## config.mk

```make
export PLATFORM = sky130hd
export DESIGN_NAME = kogge_stone_adder_reg
export DESIGN_NICKNAME = d
export VERILOG_FILES = /design/src/rtl/ksa_pkg.sv /design/src/rtl/ksa_black_cell.sv /design/src/rtl/kogge_stone_adder_reg.sv
export SDC_FILE = /design/constraint.sdc
export NUM_CORES = 1
export LEC_CHECK = 0
export BUFFER_PORTS_ARGS = -buffer_cell sky130_fd_sc_hd__buf_4
export CELL_PAD_IN_SITES_DETAIL_PLACEMENT = 1
export CELL_PAD_IN_SITES_GLOBAL_PLACEMENT = 2
export CORE_AREA = 2 2 80 82
export CTS_BUF_LIST = sky130_fd_sc_hd__clkbuf_8 sky130_fd_sc_hd__clkbuf_16
export CTS_CLUSTER_DIAMETER = 120
export DETAILED_ROUTE_END_ITERATION = 16
export DIE_AREA = 0 0 82 84
export HOLD_SLACK_MARGIN = 0.1
export PLACE_DENSITY = 0.81
export SYNTH_ARGS = -nofsm -noshare
export SYNTH_HDL_FRONTEND = slang
export SYNTH_HIERARCHICAL = 1
export SYNTH_SLANG_ARGS = --single-unit
```

## constraint.sdc

```tcl
create_clock -name clk -period 2.6 [get_ports clk]
set_input_delay 0.39 -clock clk [delete_from_list [all_inputs] [get_ports clk]]
set_output_delay 0.39 -clock clk [all_outputs]
set_load 0.01 [all_outputs]
```

## src/rtl/ksa_pkg.sv

```systemverilog
// ksa_pkg: shared width default, generate/propagate pair type and stage-count helper for the Kogge-Stone adder
package ksa_pkg;
  localparam int KSA_WIDTH = 16;
  typedef struct packed {
    logic g;
    logic p;
  } gp_t;
  function automatic int ksa_stages(input int w);
    return $clog2(w);
  endfunction
endpackage

```

## src/rtl/ksa_black_cell.sv

```systemverilog
// ksa_black_cell: prefix-tree node merging a high group with the adjacent lower group
import ksa_pkg::*;
module ksa_black_cell (
  input  gp_t hi,
  input  gp_t lo,
  output gp_t res
);
  assign res.g = hi.g | (hi.p & lo.g);
  assign res.p = hi.p & lo.p;
endmodule

```

## src/rtl/kogge_stone_adder_reg.sv

```systemverilog
// kogge_stone_adder_reg: registered WIDTH-bit Kogge-Stone adder with carry-in/out, 1-cycle latency
// Optional signed-overflow output ovf when KSA_OVF_EN is defined.
import ksa_pkg::*;
module kogge_stone_adder_reg #(
  parameter int WIDTH = KSA_WIDTH
) (
  input  logic             clk,
  input  logic             rst,
  input  logic             in_valid,
  input  logic [WIDTH-1:0] A,
  input  logic [WIDTH-1:0] B,
  input  logic             cin,
`ifdef KSA_OVF_EN
  output logic             ovf,
`endif
  output logic             out_valid,
  output logic [WIDTH-1:0] sum,
  output logic             cout
);
  localparam int S = ksa_stages(WIDTH);
  gp_t             tree [0:S][0:WIDTH-1];
  gp_t             bit0;
  logic [WIDTH-1:0] p;
  logic [WIDTH-1:0] carry;
  logic [WIDTH-1:0] sum_next;
  logic            cout_next;
  assign p = A ^ B;
  // cin is the position -1 group (g=cin, p=0); merging it into bit 0 up front keeps the tree at log2(WIDTH) stages
  ksa_black_cell u_cin (.hi('{g: A[0] & B[0], p: p[0]}), .lo('{g: cin, p: 1'b0}), .res(bit0));
  assign tree[0][0] = bit0;
  for (genvar i = 1; i < WIDTH; i++) begin : g_pre
    assign tree[0][i] = '{g: A[i] & B[i], p: p[i]};
  end
  for (genvar k = 0; k < S; k++) begin : g_stage
    for (genvar i = 0; i < WIDTH; i++) begin : g_node
      if (i >= (1 << k)) begin : g_black
        ksa_black_cell u_bc (.hi(tree[k][i]), .lo(tree[k][i-(1<<k)]), .res(tree[k+1][i]));
      end else begin : g_pass
        assign tree[k+1][i] = tree[k][i];
      end
    end
  end
  assign carry[0] = cin;
  for (genvar i = 1; i < WIDTH; i++) begin : g_carry
    assign carry[i] = tree[S][i-1].g;
  end
  assign sum_next  = p ^ carry;
  assign cout_next = tree[S][WIDTH-1].g;
  always_ff @(posedge clk) begin
    if (rst) begin
      out_valid <= 1'b0;
      sum       <= '0;
      cout      <= 1'b0;
`ifdef KSA_OVF_EN
      ovf       <= 1'b0;
`endif
    end else begin
      out_valid <= in_valid;
      if (in_valid) begin
        sum  <= sum_next;
        cout <= cout_next;
`ifdef KSA_OVF_EN
        ovf  <= carry[WIDTH-1] ^ cout_next;
`endif
      end
    end
  end
endmodule

```

# Word-level counts from Yosys, hierarchy flattened
# Index checks and enable logic that the tools add are counted.
[word_totals] register_bits=18 latchBits=0 ramBits=0 mem_bits_ro=0 in_bits=36 out_inout_bits=18 elab_cells=155 memories=0
[classes] add_sub_neg=0 mul=0 div_mod_pow=0 n_lt_le_gt_ge=0 n_eq_ne=0 shift=0 n_mux=0 bitwise=152 n_reduce_logical=0
[ops] op="$and A1 B1 Y1" n=100
[ops] op="$or A1 B1 Y1" n=50
[ops] op="$xor A16 B16 Y16" n=2

# Logic depth before layout (Yosys ltp)
# Gate-level depths: netlist of the first run.
[logic_depth] ltp_word=11 mapped_depth=8 depth_no_buf=8

# Modules after synthesis
# The synthesis of the first run kept the hierarchy.
[by_module_without_submodules] module="kogge_stone_adder_reg" n_inst=1 cells_each=92 area_each_um2=1058.5 seq_area_each_um2=360.3
[by_module_without_submodules] module="ksa_black_cell" n_inst=50 cells_each=2 area_each_um2=15.0 seq_area_each_um2=0.0

# Worst setup path before layout of the first run
# Ideal clock, no wire load.
[synth_timing] path_kind="input-to-reg" from="in A[0]" to="reg cout" setup_time_ns=0.117 t_arrival_ns=1.796 t_required_ns=2.483 setup_slack_ns=0.687 cell_stages=8 n_path_buf=0 cell_sequence="ha_1 -> a21o_1 -> a21o_1 -> a21o_1 -> a21o_1 -> a21o_1 -> mux2i_1 -> nor2_1"
[synth_rtl] item="start: declaration" line="kogge_stone_adder_reg.sv:10" rtl="input logic [WIDTH-1:0] A,"
[synth_rtl] item="end signal: assignment" line="kogge_stone_adder_reg.sv:61" rtl="cout <= cout_next;"
[synth_rtl] item="end: declaration" line="kogge_stone_adder_reg.sv:18" rtl="output logic cout"

==> results of run 1 <==
-- how the worst min path moves through the flow --
stage / from / slack (ps) / to
after detailed placement: sum[12] / 490 / sum[12]
final: cin / 450 / sum[0]
after CTS: cin / 450 / sum[0]
after global placement: sum[14] / 480 / sum[14]
after floorplan: sum[12] / 500 / sum[12]
after global routing: cin / 460 / sum[0]
-- power groups by stage --
stage	Combinational [uW]	Sequential, uW	Clock (uW)
2_1_floorplan	272	339	0
3_3_place_gp	421	330	0
3_5_place_dp	424	330	0
4_1_cts	425	324	241
5_1_grt	461	326	251
6_report	415	323	229
-- cell usage in the layout (no fill, tap or decap) --
cell type / instances
buf_4: 53
a21o_1: 50
and2_2: 34
dfxtp_1: 18
xnor2_1: 16
ha_1: 16
a211oi_2: 12
nor2_2: 11
nor2_1: 6
a211oi_1: 4
clkbuf_8: 4
nor2b_1: 1
mux2i_1: 1
-- registers in the layout, summed over array words and instances, names as in the netlist --
| signal | cells |
|---|---|
| sum | 16 |
| cout | 1 |
| out_valid | 1 |
-- metal layers --
metal | vias to the layer above | global-route usage, % | routed length (um)
met3 | 8 | 2.489 | 177
li1 | 724 | - | -
met1 | 678 | 14.78 | 1773
met2 | 36 | 23.73 | 2190
met4 | 0 | 5.152 | 103
met5 | - | 0 | 0
-- cell type report --
| type | instances | area [um^2] |
|---|---|---|
| Fill cell | 748 | 3928 |
| Multi-Input combinational cell | 151 | 1259 |
| Timing Repair Buffer | 53 | 397.9 |
| Sequential cell | 18 | 360.3 |
| Tap cell | 77 | 96.34 |
| Clock buffer | 4 | 55.05 |
-- metrics by stage --
step,power [uW],utilization (%)
6_report,967.4,35.57
5_1_grt,1038,35.57
4_1_cts,990.3,35.57
3_5_place_dp,754.1,34.67
3_3_place_gp,750.7,34.67
2_1_floorplan,611.3,-
-- worst min-delay path, cell delays in order --
cell	delay [ps]
buf_4	90
xnor2_1	120
a211oi_2	60
==> flow_metrics.tcl, run 1 <==
set metrics [dict create \
    critPathMaxFanout 5 \
    r2r_slack_ps 1890 \
    die-area_um2 6888 \
    initial_core_util_pct 27.65 \
    cts_resized 0 \
    syn2layout_area_growth_pct 28.66 \
    seqPwrFrac_pct 33.4 \
    place_ws_ps 344.9 \
    fin_crit_sh_pct 75.16 \
    clk_pin_slew_ps 70 \
    dp_cells 299 \
    slowest_delay_ps 310 \
    gp_congestion 0.7636 \
    syn_inst 175 \
    cts_root_buf "clkbuf_8" \
    maxSlewHeadroom_pct 69.17 \
    cp_data_arrival_time_ps 2080 \
    die_w_um 82 \
    final_area_um2 2168 \
    cp_common_cell "a21o_1" \
    r2r_start "sum[13]" \
    drv_cap 0 \
    cts_buffers 3 \
    switching_share_pct 32.01 \
    antenna_found_initial 0 \
    fmax_ghz 0.5118 \
    drv_slew 0 \
    status "finished clean" \
    slowest_stage "ha_1" \
    htree_levels 1 \
    dpl_cell_area_um2 2113 \
    drtIter0Drc 26 \
    cts_sinks 18 \
    worst_slack_ps 646.0 \
    drc 0 \
    num_io_pins 54 \
    min_path_cells 3 \
    critPathKind "in2reg" \
    postCtsHoldBufs 0 \
    grt-ovfl-total 0 \
    power_frac_clock_pct 23.7 \
    power.switching_uw 309.6 \
    via_count 1446 \
    hold_class "in2reg" \
    wl_per_cell_um 14.01 \
    drive_gt1_share_pct 50.44 \
    coreArea_um2 6096 \
    post_cts_buffers 0 \
    worstReg2RegEnd "sum[13]" \
    fin_setup_tns_ps 0 \
    chipHeight_um 84 \
    vias_per_cell 4.772 \
    whs_ps 454.5 \
    power.leakage_uw 0.001185 \
    final_antenna_net_count 0 \
    dpl.hpwl_um 3692 \
    synth.avg_cell_area_um2 9.631 \
    skew_ps 0 \
    end_kind "flip-flop" \
    required_ps 2720 \
    grt_max_degree 35 \
    ir_drop_uv 202.2 \
    hold_viol_final 0 \
    powerDensity_nw_per_um2 446.2 \
    fin_nets 279 \
    p_int_uw 657.8 \
    worstSkewPairLatency_ps 250 \
    setup_viol_count_final 0 \
    cts_tree "done" \
    final_cells 303 \
    yosysWarningCount 6 \
    max-clock-path-buffers 2 \
    drt-pass1-iter-count 4 \
    rsz0062_at_grt "false" \
    num_antenna_cells 0 \
    cp_num_cells 8 \
    path_delay_family "compound AO/OA/AOI/OAI gates" \
    cp_num_buf_inv 1 \
    num_rows 29 \
    synth_area_um2 1685 \
    routed_wl_um 4244 \
    reg2regPathDepth 2 \
    grt_pass1_vias 1514 \
    grt_usage_pct 13.16 \
    io_buffer_count 53 \
    cp_cell_sequence "buf_4, ha_1, a21o_1, a21o_1, a21o_1, a21o_1, xnor2_1, a211oi_2" \
    post-route-min-period_ps 1954 \
    tightest_slew_ps 462.5 \
    startpoint "A[0]" \
    synth_fp_nets 227 \
    p_comb_share_pct 42.9 \
    cp-endpoint "sum[8]" \
    critPathLaunchType "primary input" \
    grt_pass1_wl_um 6975 \
]
Note: power is estimated with default switching activity, not from simulation.
==> run 2: changes to the inputs <==
--- a/config.mk
+++ b/config.mk
@@ -5,16 +5,17 @@
 export SDC_FILE = /design/constraint.sdc
 export NUM_CORES = 1
 export LEC_CHECK = 0
+export ABC_AREA = 1
 export BUFFER_PORTS_ARGS = -buffer_cell sky130_fd_sc_hd__buf_4
 export CELL_PAD_IN_SITES_DETAIL_PLACEMENT = 1
 export CELL_PAD_IN_SITES_GLOBAL_PLACEMENT = 2
-export CORE_AREA = 2 2 80 82
+export CORE_AREA = 2 2 97 99
 export CTS_BUF_LIST = sky130_fd_sc_hd__clkbuf_8 sky130_fd_sc_hd__clkbuf_16
 export CTS_CLUSTER_DIAMETER = 120
 export DETAILED_ROUTE_END_ITERATION = 16
-export DIE_AREA = 0 0 82 84
+export DIE_AREA = 0 0 99 101
 export HOLD_SLACK_MARGIN = 0.1
-export PLACE_DENSITY = 0.81
+export PLACE_DENSITY = 0.8
 export SYNTH_ARGS = -nofsm -noshare
 export SYNTH_HDL_FRONTEND = slang
 export SYNTH_HIERARCHICAL = 1
==> constraint.sdc (replaced) <==
create_clock -name clk -period 1.8 [get_ports clk]
set_input_delay 0.27 -clock clk [delete_from_list [all_inputs] [get_ports clk]]
set_output_delay 0.27 -clock clk [all_outputs]
set_load 0.01 [all_outputs]
==> run 2 against run 1 <==
  * Hold slack worse by 110 ps
  * Cell count is 91% higher
  * Total power is 42% higher
  * Synthesized cell count is 130% higher
  * Area after synthesis is 21% higher
  * Clock power is 25% higher
  * Utilization is 6.4 points lower
  * Wire length is 39% higher
  * Highest routed layer unchanged
==> flow_metrics.tcl, run 2 <==
set metrics [dict create \
    fin_crit_sh_pct 87.50 \
    num_io_pins 54 \
    yosysWarningCount 6 \
    coreArea_um2 8977 \
    drtIter0Drc 52 \
    die_w_um 99 \
    drive_gt1_share_pct 14.53 \
    grt_usage_pct 13.03 \
    io_buffer_count 53 \
    cts_root_buf "clkbuf_8" \
    setup_viol_count_final 0 \
    drv_slew 0 \
    end_kind "flip-flop" \
    num_antenna_cells 0 \
    status "finished clean" \
    mostFrequentLayoutCell "nand2_1" \
    gp_congestion 0.7735 \
    synth_area_um2 2041 \
    cp_data_arrival_time_ps 1770 \
    fin_setup_tns_ps 0 \
    post_cts_buffers 0 \
    fill_cells 1274 \
    powerDensity_nw_per_um2 524.1 \
    via_count 2316 \
    fin_nets 522 \
    grt_pass1_vias 2478 \
    worstSkewPairLatency_ps 250 \
    clk_pin_slew_ps 70 \
    grt_max_degree 35 \
    reg_top3 "sum (16), cout (1), out_valid (1)" \
    drc 0 \
    wl_per_cell_um 10.18 \
    ir_drop_uv 238.9 \
    fmax_ghz 0.6349 \
    chipHeight_um 101 \
    hold_viol_final 0 \
    die-area_um2 9999 \
    syn_inst 407 \
    regMostFlops "sum" \
    antenna_found_initial 0 \
    synth_fp_nets 459 \
    cts_sinks 18 \
    synth.avg_cell_area_um2 5.014 \
    routed_wl_um 5894 \
    num_rows 35 \
    max-clock-path-buffers 2 \
    maxSlewHeadroom_pct 75.25 \
    power.leakage_uw 0.001916 \
    hold_class "in2reg" \
    final_cell_mix "184 x nand2_1, 132 x inv_1, 64 x buf_4" \
    dpl.hpwl_um 5149 \
    grt_pass1_wl_um 10700 \
    syn2layout_area_growth_pct 28.39 \
    cts_tree "done" \
    drv_cap 0 \
    required_ps 1990 \
    largest_reg_flops 16 \
    worst_slack_ps 225.0 \
    skew_ps 0 \
    drt-pass1-iter-count 3 \
    post-route-min-period_ps 1575 \
    p_total_uw 1373 \
    htree_levels 1 \
    cts_buffers 3 \
    grt-ovfl-total 0 \
    critPathMaxFanout 5 \
    initial_core_util_pct 22.73 \
    critPathLaunchType "primary input" \
    critPathKind "in2reg" \
    final_antenna_net_count 0 \
    postCtsHoldBufs 0 \
    rsz0062_at_grt "false" \
    tightest_slew_ps 371.2 \
    place_ws_ps -101.3 \
    vias_per_cell 4.000 \
    cts_resized 0 \
]
[run 2: final timing paths]
path	end	from	cells past startpoint	slack [ps]
max	cout	A[0]	14	230
max reg2reg	sum[15]	sum[15]	4	1130
min	sum[0]	cin	5	340
min reg2reg	cout	cout	2	480
[run 2: worst max-delay path, stage by stage]
cell and delay, ps:
buf_4 110, ha_1 290, nand2_1 60, nand2_1 140
nand2_1 70, nand2_1 150, nand2_1 70, nand2_1 130
nand2_1 70, nand2_1 110, nand2_1 60, nand2_1 50
nand2_1 50, a21oi_1 150
[run 2: final cells by class]
type | instances | area, um^2 | share of cell area, %
clock buffers | 3 | 41.29 | 1.576
inverters | 133 | 499.2 | 19.05
multi-input cells | 250 | 1100 | 41.98
flip-flops and latches | 18 | 360.3 | 13.75
well taps | 111 | 138.9 | 5.301
repair buffers | 64 | 480.5 | 18.34
[run 2: metrics by stage]
step	util [%]	cell area (um^2)	cells	hold WS, ps
finish	29.18	2620	579	340.8
CTS	29.18	2620	579	343.2
floorplan	-	2041	407	474.1
global placement	28.72	2579	576	461.4
detailed placement	28.72	2579	576	473.2
global route	29.18	2620	579	351.1
[run 2: per-layer routing]
layer | vias to the layer above | track usage (%) | share of wire (%)
met5 | - | 0 | 0
met4 | 0 | 1.791 | 1.1
met3 | 4 | 2.497 | 4.6
met2 | 43 | 25.47 | 49
met1 | 1027 | 14.89 | 45
li1 | 1242 | - | -
[run 2: report_power, final]
part           switching, uW  internal (uW)  leakage, uW
logic                    356            277      0.00175
registers               18.5            434     0.000150
clock network            138            149    0.0000216
